## src/rtl/pstore_sequencer.sv

```systemverilog
// pstore_sequencer: runs one layer-1 accumulation on pStore (clear, bias load, NUM_INPUTS weight fetches).
// Optional abort input is compiled in when PSEQ_ABORT_EN is defined.

`ifndef RELU_NODES
`define RELU_NODES 1
`endif
`ifndef LAYER_1_BIT_WIDTH
`define LAYER_1_BIT_WIDTH 8
`endif

module pstore_sequencer #(
    parameter int NUM_INPUTS = 784,
    parameter int ADDR_WIDTH = 10,
    parameter int BASE_ADDR  = 0
) (
    input  logic                                        clk,
    input  logic                                        clr_n,
    input  logic                                        start,
`ifdef PSEQ_ABORT_EN
    input  logic                                        abort,
`endif
    output logic                                        busy,
    output logic                                        done,
    output logic                                        result_valid,
    input  logic                                        result_ack,
    output logic                                        wmem_req,
    output logic [ADDR_WIDTH-1:0]                       wmem_addr,
    input  logic                                        wmem_ack,
    input  logic [`RELU_NODES*`LAYER_1_BIT_WIDTH-1:0]   wmem_data,
    input  logic [`RELU_NODES*`LAYER_1_BIT_WIDTH-1:0]   bias_data,
    output logic                                        ps_clr,
    output logic                                        ps_bias_we,
    output logic [`RELU_NODES*`LAYER_1_BIT_WIDTH-1:0]   ps_weights,
    output logic [`RELU_NODES*`LAYER_1_BIT_WIDTH-1:0]   ps_biases
);

    localparam int DW    = `RELU_NODES*`LAYER_1_BIT_WIDTH;
    localparam int IDX_W = (NUM_INPUTS > 1) ? $clog2(NUM_INPUTS) : 1;
    localparam logic [IDX_W-1:0] LAST_IDX = IDX_W'(NUM_INPUTS - 1);

    localparam logic [2:0] S_IDLE   = 3'd0;
    localparam logic [2:0] S_CLEAR  = 3'd1;
    localparam logic [2:0] S_BIAS   = 3'd2;
    localparam logic [2:0] S_FETCH  = 3'd3;
    localparam logic [2:0] S_ACC    = 3'd4;
    localparam logic [2:0] S_SETTLE = 3'd5;
    localparam logic [2:0] S_HOLD   = 3'd6;

    logic [2:0]            state_q, state_d;
    logic [IDX_W-1:0]      index_q, index_d;
    logic                  busy_q, done_q, result_valid_q, wmem_req_q;
    logic                  ps_clr_q, ps_bias_we_q;
    logic [ADDR_WIDTH-1:0] wmem_addr_q;
    logic [DW-1:0]         ps_weights_q, ps_biases_q;
    logic                  abort_req;

`ifdef PSEQ_ABORT_EN
    assign abort_req = abort;
`else
    assign abort_req = 1'b0;
`endif

    // Next-state logic; an ack only counts while our request is actually up.
    always_comb begin
        state_d = state_q;
        index_d = index_q;
        case (state_q)
            S_IDLE:   if (start) state_d = S_CLEAR;
            S_CLEAR:  state_d = S_BIAS;
            S_BIAS:   state_d = S_FETCH;
            S_FETCH:  if (wmem_req_q && wmem_ack) state_d = S_ACC;
            S_ACC: begin
                if (index_q == LAST_IDX) begin
                    state_d = S_SETTLE;
                end else begin
                    index_d = index_q + IDX_W'(1);
                    state_d = S_FETCH;
                end
            end
            S_SETTLE: state_d = S_HOLD;
            S_HOLD:   if (result_ack) state_d = S_IDLE;
            default:  state_d = S_IDLE;
        endcase
        if (abort_req && (state_q != S_IDLE)) begin
            state_d = S_IDLE;
        end
        if (state_d == S_IDLE) begin
            index_d = '0;
        end
    end

    // Every output is registered straight from the next state so pStore sees clean levels.
    always_ff @(posedge clk or negedge clr_n) begin
        if (!clr_n) begin
            state_q        <= S_IDLE;
            index_q        <= '0;
            busy_q         <= 1'b0;
            done_q         <= 1'b0;
            result_valid_q <= 1'b0;
            wmem_req_q     <= 1'b0;
            wmem_addr_q    <= ADDR_WIDTH'(BASE_ADDR);
            ps_clr_q       <= 1'b1;
            ps_bias_we_q   <= 1'b0;
            ps_weights_q   <= '0;
            ps_biases_q    <= '0;
        end else begin
            state_q        <= state_d;
            index_q        <= index_d;
            busy_q         <= (state_d != S_IDLE);
            done_q         <= (state_d == S_HOLD) && (state_q != S_HOLD);
            result_valid_q <= (state_d == S_HOLD);
            wmem_req_q     <= (state_d == S_FETCH);
            wmem_addr_q    <= ADDR_WIDTH'(BASE_ADDR) + ADDR_WIDTH'(index_d);
            ps_clr_q       <= (state_d == S_IDLE) || (state_d == S_CLEAR);
            ps_bias_we_q   <= (state_d == S_BIAS);
            ps_biases_q    <= (state_d == S_BIAS) ? bias_data : '0;
            ps_weights_q   <= (state_d == S_ACC) ? wmem_data : '0;
        end
    end

    assign busy         = busy_q;
    assign done         = done_q;
    assign result_valid = result_valid_q;
    assign wmem_req     = wmem_req_q;
    assign wmem_addr    = wmem_addr_q;
    assign ps_clr       = ps_clr_q;
    assign ps_bias_we   = ps_bias_we_q;
    assign ps_weights   = ps_weights_q;
    assign ps_biases    = ps_biases_q;

endmodule

```

## config.mk

```make
export PLATFORM = sky130hd
export DESIGN_NAME = pstore_sequencer
export DESIGN_NICKNAME = d
export VERILOG_FILES = /design/src/rtl/pstore_sequencer.sv
export SDC_FILE = /design/constraint.sdc
export NUM_CORES = 1
export LEC_CHECK = 0
export ABC_AREA = 1
export CORE_MARGIN = 5
export CORE_UTILIZATION = 29
export DETAILED_ROUTE_END_ITERATION = 12
export DONT_BUFFER_PORTS = 1
export PLACE_DENSITY = 0.42
export SLEW_MARGIN = 20
export SYNTH_ARGS = -nofsm -noshare
export SYNTH_HDL_FRONTEND = slang
export SYNTH_SLANG_ARGS = --single-unit
```

## constraint.sdc

```tcl
create_clock -name clk -period 1.5 [get_ports clk]
set_input_delay 0.45 -clock clk [delete_from_list [all_inputs] [get_ports clk]]
set_output_delay 0.45 -clock clk [all_outputs]
set_load 0.1 [all_outputs]
```

==> metrics.txt, run 1 <==
outcome finished, violations left; max incr delay on CP 0.43 ns; Max Fclk 657 MHz; core area 5070 µm²; delay-heaviest family, CP simple AND/OR/NAND/NOR gates; Max-cap violations 0; Reg area 902 µm²; CTS H-tree depth 2; # rows 26; first-pass GRT wire length 5.63 mm; crit path max fanout 5; Final Cycle Share 1.01; CTS Buf Count 5; final hold violation count 0; I/O pin total 53; Post-Syn Area 1500 µm²; area of the die 6700 µm²; Setup violations, final 3; slowest CP cell dfrtp_2; synth top area cells dfrtp_1 57%, nor2_1 9.0%, inv_1 6.5%; total congestion overflow 0; DR vias/cell 4.18; # fillers 506; diodes inserted 0; DIE HEIGHT 81.9 µm; vias in the first global route 1286; largest net degree at the start of global routing 36; register area share after synthesis 0.586; layout cells sized above 1 0.459; placer congestion estimate 0.830; CP Launch Type flip-flop; Clock Path Buffers 2; LEAKAGE 1.15 nW; Worst Skew 0.00557 ns; DRT Wirelength 3.47 mm; crit path capture type flip-flop; fraction of registers with async set/reset 1.00; total track usage 0.112; post-synth top area cell dfrtp_1; Main synth FF type dfrtp_1; Crit. Startpoint wmem_addr[4]; design area 2250 µm²; total power 4.27 mW; dpl hpwl 2.62 mm; Hold Crit Class in -> reg; most frequent cell after synthesis nor2_1; clk slew on worst S/H paths 0.07 ns; Tightest Pin Transition 0.338 ns; clk_lat worst skew 0.29 ns; Cell Area, Placed 1950 µm²; fin crit period 1.52 ns; area of the multi-input gates 571 µm²; Commonest cells post-synth 36 x nor2_1, 34 x dfrtp_1, 26 x inv_1; Area growth syn-to-layout 50.1%; Synth cell types 23; fin nets 243; final setup margin -0.0209 ns; Synth Warn # 0; #FFs+latches synth 35; vias 1222; Post-synth EDFFs 0; failing checks negative setup slack; kind of critical path reg -> reg; 1st-iter DRT viols 51; Die W 81.9 µm; area share of the largest cell type after synthesis 0.568; Starting Density 0.295; HP Start wmem_data[7]; RR Startpoint wmem_addr[4]; DR pass1 iterations 4; Rel. slew slack 0.774; WP data required 1.68 ns; syn_area_per_cell 9.13 µm²; CP Buf/Inv Count 2; RSZ-0062 raised after global routing yes; power density cells 1900 nW/µm²; Worst EP arrival 1.70 ns; initial antenna violation count 0; CTS Root Cell clkbuf_8; cells after synthesis 164; Final Max Slew Viols 0; PortBufs 0; Critical Path, Cell by Cell nor2_1, nand3_4, nand2_4, nand2_4, buf_4, buf_4, and2_4; Clock Sinks 35; Avg WL per Cell 11.9 µm; Remaining DRCs 0; CTS tree yes; DRT antenna net count 0; Core Util, Final 0.443; Max rail drop VDD 0.000794 V; post-synth net total 186
==> routing by layer <==
layer	vias up	global-route usage	routed length, µm
met5	-	0	0
met4	0	0.0399	54
met3	6	0.0450	233
met2	37	0.203	1840
met1	575	0.115	1350
li1	604	-	-
==> timing repair <==
| action | in CTS | in global routing |
|---|---|---|
| setup endpoints to repair | 13 | 13 |
| hold buffers | 2 | 0 |
| buffers inserted | 0 | 7 |
| pin swaps | 2 | 11 |
| gates resized for setup | 9 | 15 |
| hold endpoints to repair | 35 | 0 |
==> cell families (layout without fill, tap and decap cells) <==
logic type,count (synthesis),in the layout,share of synthesized area
xor gates and xnor gates,4,4,0.0234
and+or+nand+nor,84,84,0.268
DFF,35,35,0.586
adders and majority gates,1,1,0.00835
buffers and inverters,33,91,0.0844
AOI/OAI and AO/OA,7,7,0.0301
==> final timing paths <==
| path | endpoint | slack, ns | cells after the start |
|---|---|---|---|
| setup / recovery | wmem_req | -0.02 | 7 |
| setup reg to reg | wmem_req | -0.02 | 7 |
| hold / removal | ps_weights[7] | 0.26 | 2 |
| max in group asynchronous | ps_clr | 0.63 | 2 |
| hold reg to reg | ps_bias_we | 0.55 | 1 |
| min in group asynchronous | wmem_addr[3] | 0.62 | 2 |
==> placed cells by master, fill, tap and decap left out, types with 2 or more instances in the layout <==
cell | netlist | final
buf_4 | 0 | 42
dfrtp_4 | 0 | 4
nor2_4 | 3 | 5
nand2_1 | 21 | 21
buf_12 | 0 | 4
dfrtp_2 | 0 | 8
inv_1 | 26 | 25
clkbuf_8 | 0 | 6
nand3_1 | 9 | 7
dfrtp_1 | 34 | 22
nor2_2 | 5 | 7
xor2_1 | 4 | 3
buf_6 | 0 | 3
nand4_1 | 3 | 3
nor2_1 | 36 | 32
a21oi_1 | 2 | 2
nand3_2 | 1 | 2
nand2_4 | 2 | 4
inv_2 | 6 | 6
==> final cells by class <==
cell class              count  share of cell area
flip-flops and latches     35               0.401
clock inverters             2              0.0156
multi-input cells          96               0.254
clock buffers               6              0.0367
inverters                  33              0.0584
well taps                  70              0.0390
repair buffers             50               0.195
==> report_power, final <==
group / leakage (nW) / switching (mW) / internal [mW]
sequential: 0.449 / 0.100 / 1.13
clock: 0.0612 / 0.344 / 0.538
combinational: 0.642 / 1.54 / 0.621
total: 1.15 / 1.98 / 2.29
==> stage by stage <==
step | TNS [ns] | hold WS, ns | instances | setup WS, ns
6_report | -0.0478 | 0.263 | 292 | -0.0209
5_1_grt | -0.648 | 0.256 | 292 | -0.0698
4_1_cts | -0.0386 | 0.248 | 285 | -0.0386
3_5_place_dp | -0.0970 | 0.156 | 275 | -0.0246
3_3_place_gp | -0.000619 | 0.156 | 275 | -0.000619
2_1_floorplan | -1.76 | 0.154 | 164 | -0.181
==> sequential cells by signal, indices dropped and copies added (netlist names) <==
register	flops
wmem_addr	10
ps_biases	8
ps_weights	8
state_q	3
busy	1
done	1
ps_bias_we	1
ps_clr	1
result_valid	1
wmem_req	1
No activity file was read; power rests on OpenSTA's default activity.
==> run 2, diff against run 1 <==
--- a/config.mk
+++ b/config.mk
@@ -11,6 +11,7 @@
 export DETAILED_ROUTE_END_ITERATION = 12
 export DONT_BUFFER_PORTS = 1
 export PLACE_DENSITY = 0.42
+export SKIP_LAST_GASP = 1
 export SLEW_MARGIN = 20
 export SYNTH_ARGS = -nofsm -noshare
 export SYNTH_HDL_FRONTEND = slang
==> results of run 2 <==
Final layout, timing and power as in run 1 (identical DEF).
==> patch: new RTL, settings of run 2 <==
Change the parameter `NUM_INPUTS` from 784 to 196.
--- a/src/rtl/pstore_sequencer.sv
+++ b/src/rtl/pstore_sequencer.sv
@@ -9,7 +9,7 @@
 `endif
 
 module pstore_sequencer #(
-    parameter int NUM_INPUTS = 784,
+    parameter int NUM_INPUTS = 196,
     parameter int ADDR_WIDTH = 10,
     parameter int BASE_ADDR  = 0
 ) (
Check against the original RTL: no difference found for any inputs over 10 cycles, from zero or initial values; that may be too few to reach the edited logic, so the function may still have changed.
==> patch against run 2 <==
  * Routed wire length shrank 10%
  * Die area shrank 3.3%
  * Clock skew shrank 0.0039 ns
  * Sequential power grew 9.8%
  * Register-to-register slack gained 0.08 ns
  * Setup slack gained 0.053 ns
  * Power grew 11%
  * Via count shrank 10%
  * Area after synthesis shrank 3.8%
  * Sequential cell count shrank 2
  * Cell area shrank 11%
  * Largest cell class unchanged
==> patch: results <==
export IMPL_outcome="complete, no violations"
export IMPL_whs_ns=0.268
export IMPL_crit_path_max_incr_delay_ns=0.43
export IMPL_yosys_top_cells_area="dfrtp_1 56%, nor2_1 8.9%, inv_1 8.6%"
export IMPL_clock_path_buffers=2
export IMPL_crit_start="wmem_addr[4]"
export IMPL_place_ws_ns=-0.0187
export IMPL_crit_fanout=5
export IMPL_cts_root_buf="clkbuf_8"
export IMPL_reg2reg_from="wmem_addr[1]"
export IMPL_synthFlopType="dfrtp_1"
export IMPL_grt_first_pass_wirelength_um=5060
export IMPL_dpl_cell_area_um2=1800
export IMPL_drive_gt1_share_pct=38.6
export IMPL_portBuffers=0
export IMPL_dp_cells=262
export IMPL_n_antenna_cell=0
export IMPL_vias=1095
export IMPL_via_per_inst=4.00
export IMPL_fill_cells=484
export IMPL_drt_iter0_markers=45
export IMPL_dp_hpwl_um=2340
export IMPL_yosys_warnings=0
export IMPL_ys_top_cells_by_count="34 x nor2_1, 33 x inv_1, 32 x dfrtp_1, 29 x nand2_1, 8 x nor2_2"
export IMPL_ys_seq_area_share_pct=57.4
export IMPL_synth_cell_types=24
export IMPL_crit_family="flip-flops"
export IMPL_worstPathArrival_ns=1.02
export IMPL_p_leak_nw=1.07
export IMPL_irDropWorstVdd_uv=1100
export IMPL_routedWlPerCell_um=11.4
export IMPL_synthCells=165
export IMPL_period_needed_ns=1.47
export IMPL_hp_start="bias_data[6]"
export IMPL_track_usage_pct=10.4
export IMPL_globalplace_congestion=0.841
export IMPL_fin_nets=228
export IMPL_r2r_slack_ns=0.06
export IMPL_grt_max_degree=34
export IMPL_clock_skew_final_ns=0.00166
==> patch: changes by cell type after synthesis, moves of 3 or more <==
cell	before	now
inv_2	6	3
inv_1	26	33
nand3_1	9	1
nand2_1	21	29
nor2_2	5	8
==> patch: timing repair <==
action,4_1_cts,5_1_grt
setup endpoints to repair,7,10
gates resized for setup,2,16
hold buffers,2,0
setup buffers,0,2
pin swaps,0,3
endpoints found under the hold margin,33,0
==> patch: report_power, final <==
group	leakage, nW	switching, mW	total [mW]	internal [mW]
logic	0.592	2.05	2.69	0.639
registers	0.422	0.193	1.35	1.15
clock network	0.0542	0.308	0.722	0.414
total	1.07	2.55	4.76	2.21
==> patch: path summary, 6_finish.rpt <==
check	cells after the start	end
min	2	ps_biases[6]
min in group asynchronous	2	ps_biases[7]
min reg2reg	1	ps_bias_we
max	1	wmem_addr[4]
max in group asynchronous	2	ps_clr
max reg2reg	9	wmem_addr[4]
==> patch: layer usage <==
metal | GRT usage, % | wire length, µm
met1 | 11.5 | 1260
met2 | 17.6 | 1620
met3 | 4.04 | 190
met4 | 4.56 | 53
met5 | 0 | 0
==> patch: cell type report <==
| class | count | area [µm²] | area share (%) |
|---|---|---|---|
| Tap cell | 67 | 83.8 | 4.18 |
| Multi-Input combinational cell | 93 | 514 | 25.7 |
| Sequential cell | 33 | 846 | 42.2 |
| Inverter | 38 | 150 | 7.49 |
| Timing Repair Buffer | 35 | 309 | 15.4 |
| Clock inverter | 1 | 5.00 | 0.250 |
| Clock buffer | 7 | 96.3 | 4.81 |
==> patch: cell families after synthesis <==
family / synth area share, %
buffers and inverters: 11.1
adder cells (fa/ha/maj): 0.868
flip-flops: 57.4
AO/OA/AOI/OAI: 2.17
XOR/XNOR: 1.82
other: 0.260
AND/OR/NAND/NOR: 26.4
